--- src/rtl/deque_sequencer.sv ---
// rtl/deque_sequencer.sv - command front-end expanding PUSH/POP/PEEK/REPLACE/MOVE into dual-deque strobes
module deque_sequencer #(
    parameter int DATA_W = 8
) (
    input  logic              clk,
    input  logic              rst_n,
    input  logic              cmd_valid,
    output logic              cmd_ready,
    input  logic [2:0]        cmd_op,
    input  logic              cmd_deque,
    input  logic              cmd_end,
    input  logic              cmd_dst_deque,
    input  logic              cmd_dst_end,
    input  logic [DATA_W-1:0] cmd_data,
    output logic              rsp_valid,
    input  logic              rsp_ready,
    output logic [DATA_W-1:0] rsp_data,
    output logic              rsp_err,
    output logic [7:0]        err_count,
    output logic              dq_sel,
    output logic              dq_end,
    output logic              dq_push,
    output logic              dq_pop,
    output logic [DATA_W-1:0] dq_wdata,
    input  logic [DATA_W-1:0] dq_rdata,
    input  logic              empty0,
    input  logic              full0,
    input  logic              empty1,
    input  logic              full1
);

    typedef enum logic [2:0] {
        S_IDLE,
        S_SEL,
        S_EXEC,
        S_MPUSH,
        S_RESP
    } state_t;

    localparam logic [2:0] OP_NOP     = 3'b000;
    localparam logic [2:0] OP_PUSH    = 3'b001;
    localparam logic [2:0] OP_POP     = 3'b010;
    localparam logic [2:0] OP_PEEK    = 3'b011;
    localparam logic [2:0] OP_REPLACE = 3'b100;
    localparam logic [2:0] OP_MOVE    = 3'b101;

    state_t            state, next_state;
    logic [2:0]        op_q;
    logic              deque_q, end_q, dst_deque_q, dst_end_q;
    logic [DATA_W-1:0] data_q;
    logic              sel_q, dqend_q;
    logic [DATA_W-1:0] rsp_data_q;
    logic              rsp_err_q;
    logic [7:0]        err_count_q;

    logic              src_empty, src_full, dst_full;
    logic              exec_err;
    logic              push_c, pop_c;
    logic [DATA_W-1:0] wdata_c;
    logic              cmd_illegal, cmd_direct;

    assign cmd_illegal = (cmd_op[2:1] == 2'b11);
    assign cmd_direct  = cmd_illegal || (cmd_op == OP_NOP);

    assign src_empty = deque_q ? empty1 : empty0;
    assign src_full  = deque_q ? full1 : full0;
    assign dst_full  = dst_deque_q ? full1 : full0;

    always_comb begin
        exec_err = 1'b0;
        case (op_q)
            OP_PUSH:                    exec_err = src_full;
            OP_POP, OP_PEEK, OP_REPLACE: exec_err = src_empty;
            OP_MOVE:                    exec_err = src_empty || (dst_full && (dst_deque_q != deque_q));
            default:                    exec_err = 1'b0;
        endcase
    end

    always_comb begin
        next_state = state;
        push_c     = 1'b0;
        pop_c      = 1'b0;
        wdata_c    = '0;
        case (state)
            S_IDLE: begin
                if (cmd_valid) begin
                    next_state = cmd_direct ? S_RESP : S_SEL;
                end
            end
            S_SEL: begin
                next_state = S_EXEC;
            end
            S_EXEC: begin
                next_state = S_RESP;
                if (!exec_err) begin
                    case (op_q)
                        OP_PUSH: begin
                            push_c  = 1'b1;
                            wdata_c = data_q;
                        end
                        OP_POP: begin
                            pop_c = 1'b1;
                        end
                        OP_REPLACE: begin
                            push_c  = 1'b1;
                            pop_c   = 1'b1;
                            wdata_c = data_q;
                        end
                        OP_MOVE: begin
                            pop_c      = 1'b1;
                            next_state = S_MPUSH;
                        end
                        default: begin
                            push_c = 1'b0;
                        end
                    endcase
                end
            end
            S_MPUSH: begin
                // The moved word was parked in the response register during EXEC.
                push_c     = 1'b1;
                wdata_c    = rsp_data_q;
                next_state = S_RESP;
            end
            S_RESP: begin
                if (rsp_ready) begin
                    next_state = S_IDLE;
                end
            end
            default: begin
                next_state = S_IDLE;
            end
        endcase
    end

    always_ff @(posedge clk) begin
        if (!rst_n) begin
            state       <= S_IDLE;
            op_q        <= OP_NOP;
            deque_q     <= 1'b0;
            end_q       <= 1'b0;
            dst_deque_q <= 1'b0;
            dst_end_q   <= 1'b0;
            data_q      <= '0;
            sel_q       <= 1'b0;
            dqend_q     <= 1'b0;
            rsp_data_q  <= '0;
            rsp_err_q   <= 1'b0;
            err_count_q <= 8'd0;
        end else begin
            state <= next_state;
            if (state == S_IDLE && cmd_valid) begin
                op_q        <= cmd_op;
                deque_q     <= cmd_deque;
                end_q       <= cmd_end;
                dst_deque_q <= cmd_dst_deque;
                dst_end_q   <= cmd_dst_end;
                data_q      <= cmd_data;
                rsp_data_q  <= '0;
                rsp_err_q   <= cmd_illegal;
                // Select lines only move for commands that touch a deque.
                if (!cmd_direct) begin
                    sel_q   <= cmd_deque;
                    dqend_q <= cmd_end;
                end
            end
            if (state == S_EXEC) begin
                if (exec_err) begin
                    rsp_data_q <= '0;
                    rsp_err_q  <= 1'b1;
                end else begin
                    rsp_data_q <= (op_q == OP_PUSH) ? '0 : dq_rdata;
                    rsp_err_q  <= 1'b0;
                    if (op_q == OP_MOVE) begin
                        sel_q   <= dst_deque_q;
                        dqend_q <= dst_end_q;
                    end
                end
            end
            if (state == S_RESP && rsp_ready && rsp_err_q && err_count_q != 8'hFF) begin
                err_count_q <= err_count_q + 8'd1;
            end
        end
    end

    assign cmd_ready = (state == S_IDLE);
    assign rsp_valid = (state == S_RESP);
    assign rsp_data  = rsp_data_q;
    assign rsp_err   = rsp_err_q;
    assign err_count = err_count_q;
    assign dq_sel    = sel_q;
    assign dq_end    = dqend_q;
    // Strobes are forced low while reset is asserted, even before the state register clears.
    assign dq_push   = push_c && rst_n;
    assign dq_pop    = pop_c && rst_n;
    assign dq_wdata  = rst_n ? wdata_c : '0;

    logic unused_end;
    assign unused_end = end_q;

endmodule

--- config.mk ---
export PLATFORM = sky130hd
export DESIGN_NAME = deque_sequencer
export DESIGN_NICKNAME = d
export VERILOG_FILES = /design/src/rtl/deque_sequencer.sv
export SDC_FILE = /design/constraint.sdc
export NUM_CORES = 1
export LEC_CHECK = 0
export CORE_UTILIZATION = 25
export DETAILED_ROUTE_END_ITERATION = 7
export GPL_ROUTABILITY_DRIVEN = 0
export GPL_TIMING_DRIVEN = 0
export HOLD_SLACK_MARGIN = 0.03
export PLACE_DENSITY = 0.54
export SLEW_MARGIN = 20
export SYNTH_ARGS = -nofsm -noshare
export SYNTH_HDL_FRONTEND = slang
export SYNTH_SLANG_ARGS = --single-unit
--- constraint.sdc ---
create_clock -name clk -period 3.2 [get_ports clk]
set_clock_uncertainty 0.05 [all_clocks]
set_input_delay 0.48 -clock clk [delete_from_list [all_inputs] [get_ports clk]]
set_output_delay 0.48 -clock clk [all_outputs]
set_load 0.01 [all_outputs]
== Word-level counts from Yosys, hierarchy flattened ==
Cells that the tools add are included.

* Register bits after elaboration: 36
* Bits of input ports: 31
* Output and inout port bits: 31
* Word-level logic and storage cells: 79

* $add $sub $neg: 1
* Equality and inequality tests: 14
* Multiplexer cells: 37
* Reduce and logical (&&, ||, !) cells: 16

{| class="wikitable"
|+ Operator list
! cell !! number
|-
| $mux W8 || 7
|-
| $mux W1 || 21
|-
| $pmux W8 S2 || 1
|-
| $mux W3 || 5
|-
| $pmux W3 S5 || 1
|-
| $eq A3 B2 Y1 const B || 4
|-
| $eq A3 B3 Y1 const B || 3
|-
| $add A8 B1 Y8 const B || 1
|-
| $ne A8 B8 Y1 const B || 1
|-
| $logic_and A1 B1 Y1 || 7
|-
| $eq A3 B1 Y1 const B || 2
|-
| $logic_not A3 Y1 || 2
|-
| $reduce_or A3 Y1 || 2
|-
| $pmux W1 S3 || 1
|-
| $eq A2 B2 Y1 const B || 1
|-
| $logic_or A1 B1 Y1 || 2
|-
| $ne A2 B1 Y1 const B || 1
|-
| $ne A2 B2 Y1 const B || 1
|-
| $pmux W1 S2 || 1
|-
| $reduce_and A2 Y1 || 1
|-
| $reduce_bool A2 Y1 || 1
|-
| $reduce_or A2 Y1 || 1
|-
| $ne A1 B1 Y1 || 1
|}

== Longest topological paths before layout ==
Gate-level depths: netlist of run 1.

* Depth in word-level cells: 7
* Depth in mapped cells: 6
* Mapped depth without buffers: 5

== Least setup slack after synthesis of run 1 ==
OpenSTA, ideal clock, no wires.

* Kind: in2out
* Start: in full1
* End: out dq_wdata[0]
* Arrival: 1536 ps
* Setup slack: 1134 ps
* Stages: 4
* Path buffers: 0
* Path through: mux2_2 > o21a_1 > nor3_2 > a22o_1

* Longest elaborated chain between the ends: 7
* Elaborated cells between the ends (all ways): 8
* Classes of those cells: mux: 6; reduce/logical: 2

{| class="wikitable"
|+ RTL lines
! what !! line !! source
|-
| start, declared || 29 || <nowiki>input logic full1</nowiki>
|-
| $mux W1 || 67 || <nowiki>assign dst_full = dst_deque_q ? full1 : full0;</nowiki>
|-
| $logic_and A1 B1 Y1 || 74 || <nowiki>OP_MOVE: exec_err = src_empty || (dst_full && (dst_deque_q != deque_q));</nowiki>
|-
| $logic_or A1 B1 Y1 || 74 ||
|-
| $pmux W1 S3 * || 71 || <nowiki>case (op_q)</nowiki>
|-
| $mux W8 * || 95 || <nowiki>if (!exec_err) begin</nowiki>
|-
| $pmux W8 S2 * || 84 || <nowiki>case (state)</nowiki>
|-
| $mux W8 * || 196 || <nowiki>assign dq_wdata = rst_n ? wdata_c : '0;</nowiki>
|-
| end, declared || 24 || <nowiki>output logic [DATA_W-1:0] dq_wdata,</nowiki>
|}

Mark *: on every way between the ends. The rest lies on a longest branch, timed or not.

== Worst setup path in the final report of run 1 ==
* Start: in empty0
* End: out dq_wdata[7]

* Longest elaborated chain between the ends: 6

{| class="wikitable"
|+ RTL lines
! what !! line !! source
|-
| start, declared || 26 || <nowiki>input logic empty0,</nowiki>
|-
| $mux W1 * || 65 || <nowiki>assign src_empty = deque_q ? empty1 : empty0;</nowiki>
|-
| $logic_or A1 B1 Y1 || 74 ||
|-
| $pmux W1 S3 * || 71 ||
|-
| $mux W8 * || 95 ||
|-
| $pmux W8 S2 * || 84 ||
|-
| $mux W8 * || 196 ||
|}

Marks and branches as above.

==> flow_summary.yaml, run 1 <==
detailed_routing:
  vias_per_cell: 4.71
  dr.pass1.iters: 4
  wl_per_cell_um: 14.2
  drt_iter0_drc: 98
  ant_nets: 0
  wl_um: 5320
  vias: 1762
  remaining_drc_errors: 0
layout:
  fin_cells: 374
  num-fill-cells: 751
  syn_to_final_growth_pct: 46.5
  final_net_count: 310
  n_antenna_cell: 0
  drive_above_1_share_pct: 10.4
  fin_area_mm2: 0.00266
  final_util_pct: 38.4
synthesis:
  ys.flop_type: "dfxtp_1"
  yosys.area.top_type_share_pct: 39.8
  yosysWarningCount: 0
  synthTopCellsByArea: "dfxtp_1 40%, nand2_1 7.9%, a22o_1 7.7%, a21oi_1 7.2%, buf_6 2.5%"
  synth_edf_count: 0
  async_flop_share_pct: 0
  syn_area_per_cell_um2: 8.67
  synth-seq-area-share_pct: 39.8
  synth.net_count: 241
  netlist_area_mm2: 0.00181
  synth_cells: 209
  synth_top_area_cell: "dfxtp_1"
  synth_cell_types: 47
  ys_ff_latch: 36
grt:
  gr-total-overflow: 0
  grt_use_total_pct: 14.1
  grt_pass1_wl_um: 8190
  grt_pass1_vias: 1643
  grt_max_degree: 11
  antenna_found_initial: 0
flow_run:
  maxCapViolations: 0
floorplan:
  die_h_um: 87.1
  start_util_pct: 26.2
  io_pins: 62
  die_w_um: 87.1
  core_area_mm2: 0.00691
  rows: 30
  dieArea_mm2: 0.00759
setup_path:
  required_ps: 2670
  path_class: "in2out"
  r2r_start: "state[0]"
  start_kind: "primary input"
  end_kind: "output port"
  cp_max_fo: 5
  crit_path_end: "dq_wdata[7]"
  cp-startpoint: "empty0"
  reg2regPathDepth: 5
  timing.rr.end: "data_q[3]"
  worstPathArrival_ps: 2530
  r2r_slack_ps: 1320
cts:
  htree_levels: 2
  clk_latency_ps: 280
  clock_sinks: 36
  clk_path_buf_depth: 2
  cts_tree: "built"
  path_clk_slew_ps: 60
  root_buffer: "clkbuf_8"
  cts_hold_buf: 0
  cts_buffers: 5
timing:
  rsz0062_at_grt: "no"
  period_needed_ps: 3060
  post-route-period-util_pct: 95.6
  fmax_mhz: 327
  setup_tns_ps: 0
  timing.final.ws_setup_ps: 140
  setup_violations: 0
  tightest_slew_ps: 805
  slew_headroom_pct: 46.2
  final-max-slew-violation-count: 0
  hold_viol: 0
placement:
  pre_cts_slack_ps: -348
  place_area_mm2: 0.00254
  dp_hpwl_um: 3880
  io_buffers: 61
  dp.cells: 366
pwr:
  vdd_drop_max_uv: 223
  leakagePower_nw: 0.946
  p_per_area_mw_per_mm2: 394
hold_path:
  holdCritPathClass: "reg2reg"
outcome:
  status: "finished clean"
==> how the worst min path moves through the flow <==
stage | startpoint | endpoint | slack [ps] | depth (start not counted)
floorplan | dst_end_q | dst_end_q | 390 | 2
global placement | data_q[3] | data_q[3] | 390 | 2
detailed placement | data_q[1] | data_q[1] | 400 | 2
CTS | data_q[3] | data_q[3] | 410 | 2
global route | data_q[3] | data_q[3] | 430 | 2
finish | data_q[0] | data_q[0] | 410 | 2
==> power breakdown <==
| part | switching [mW] | internal (mW) | total [mW] |
|---|---|---|---|
| registers | 0.0184 | 0.471 | 0.490 |
| logic | 0.0979 | 0.104 | 0.202 |
| clock network | 0.162 | 0.192 | 0.354 |
| total | 0.278 | 0.767 | 1.05 |
==> cell usage after synthesis (2+ instances only) <==
master    instances
o21ai_0           2
dfxtp_1          36
o22ai_1           2
buf_2             2
a22o_1           16
nor3_1            2
nor2_1            6
nor4_1            3
buf_4             2
inv_1             6
nand2b_1          7
and3_1            2
or4_1             4
mux2i_1           3
o41ai_1           2
or2_2             2
clkbuf_1          4
or3_1             3
o31ai_1           6
nand3b_1          3
nand3_1           4
nand2_1          38
buf_6             4
a311oi_1          2
a21oi_1          26
==> repair_timing <==
| item | 4_1_cts | 5_1_grt |
|---|---|---|
| setup endpoints to repair | 9 | 0 |
| resized for setup | 2 | 0 |
| setup buffers | 2 | 0 |
==> cell families after synthesis <==
logic type | after synthesis | share of synthesized area [%]
xor gates and xnor gates | 1 | 0.484
muxes | 4 | 2.28
and+or+nand+nor | 85 | 26.8
buffers and inverters | 19 | 6.15
adders and majority gates | 1 | 0.690
AOI/OAI and AO/OA | 63 | 23.8
DFF | 36 | 39.8
==> final cells by class <==
cell class                 count  area (um^2)  area share (%)
multi-input combinational    154          986            37.1
sequential                    36          721            27.1
buffer                        11         81.3            3.06
tap                           96          120            4.52
clock buffer                   7         96.3            3.63
inverter                       7         26.3           0.990
timing repair buffer          63          624            23.5
==> metal layers <==
layer	track usage, %	up-vias	share of wire (%)
li1	-	901	-
met1	19.0	818	49
met2	22.9	39	46
met3	3.03	4	3.8
met4	3.73	0	0.90
met5	0	-	0
==> cell usage in the layout (no fill, tap or decap), drive strengths merged, types with 2 or more instances in the layout <==
cell type and count:
a21boi 2, a21oi 26, a22o 16, a311oi 2, and3 3, buf 10
clkbuf 10, clkdlybuf4s50 60, dfxtp 36, inv 7, mux2i 3, nand2 38
nand2b 7, nand3 4, nand3b 3, nor2 6, nor3 3, nor4 4
o21ai 2, o22ai 2, o31ai 6, o41ai 2, or2 2, or3 4
or4 4
==> critical path, cell delays in order <==
cell and delay [ps]:
clkdlybuf4s50_1 450, mux2i_1 100, a21oi_1 530, nor3_4 80, buf_4 180, a22o_1 230, clkdlybuf4s50_1 480
==> per-stage QoR <==
stage	power [mW]	hold slack, ps
finish	1.05	412
global route	1.09	429
floorplan	0.610	386
CTS	1.06	415
detailed placement	0.703	404
global placement	0.701	395
==> registers in the layout, summed over array words and instances, names as in the netlist <==
| register | cells |
|---|---|
| data_q | 8 |
| deque_q | 1 |
| dq_end | 1 |
| dq_sel | 1 |
| dst_deque_q | 1 |
| dst_end_q | 1 |
| err_count | 8 |
| op_q | 3 |
| rsp_data | 8 |
| rsp_err | 1 |
| state | 3 |
No activity file was read; power rests on OpenSTA's default activity.
==> run 2, diff against run 1 <==
--- a/config.mk
+++ b/config.mk
@@ -5,6 +5,7 @@
 export SDC_FILE = /design/constraint.sdc
 export NUM_CORES = 1
 export LEC_CHECK = 0
+export CAP_MARGIN = 40
 export CORE_UTILIZATION = 25
 export DETAILED_ROUTE_END_ITERATION = 7
 export GPL_ROUTABILITY_DRIVEN = 0
==> results of run 2 <==
Final layout, timing and power as in run 1 (identical DEF).
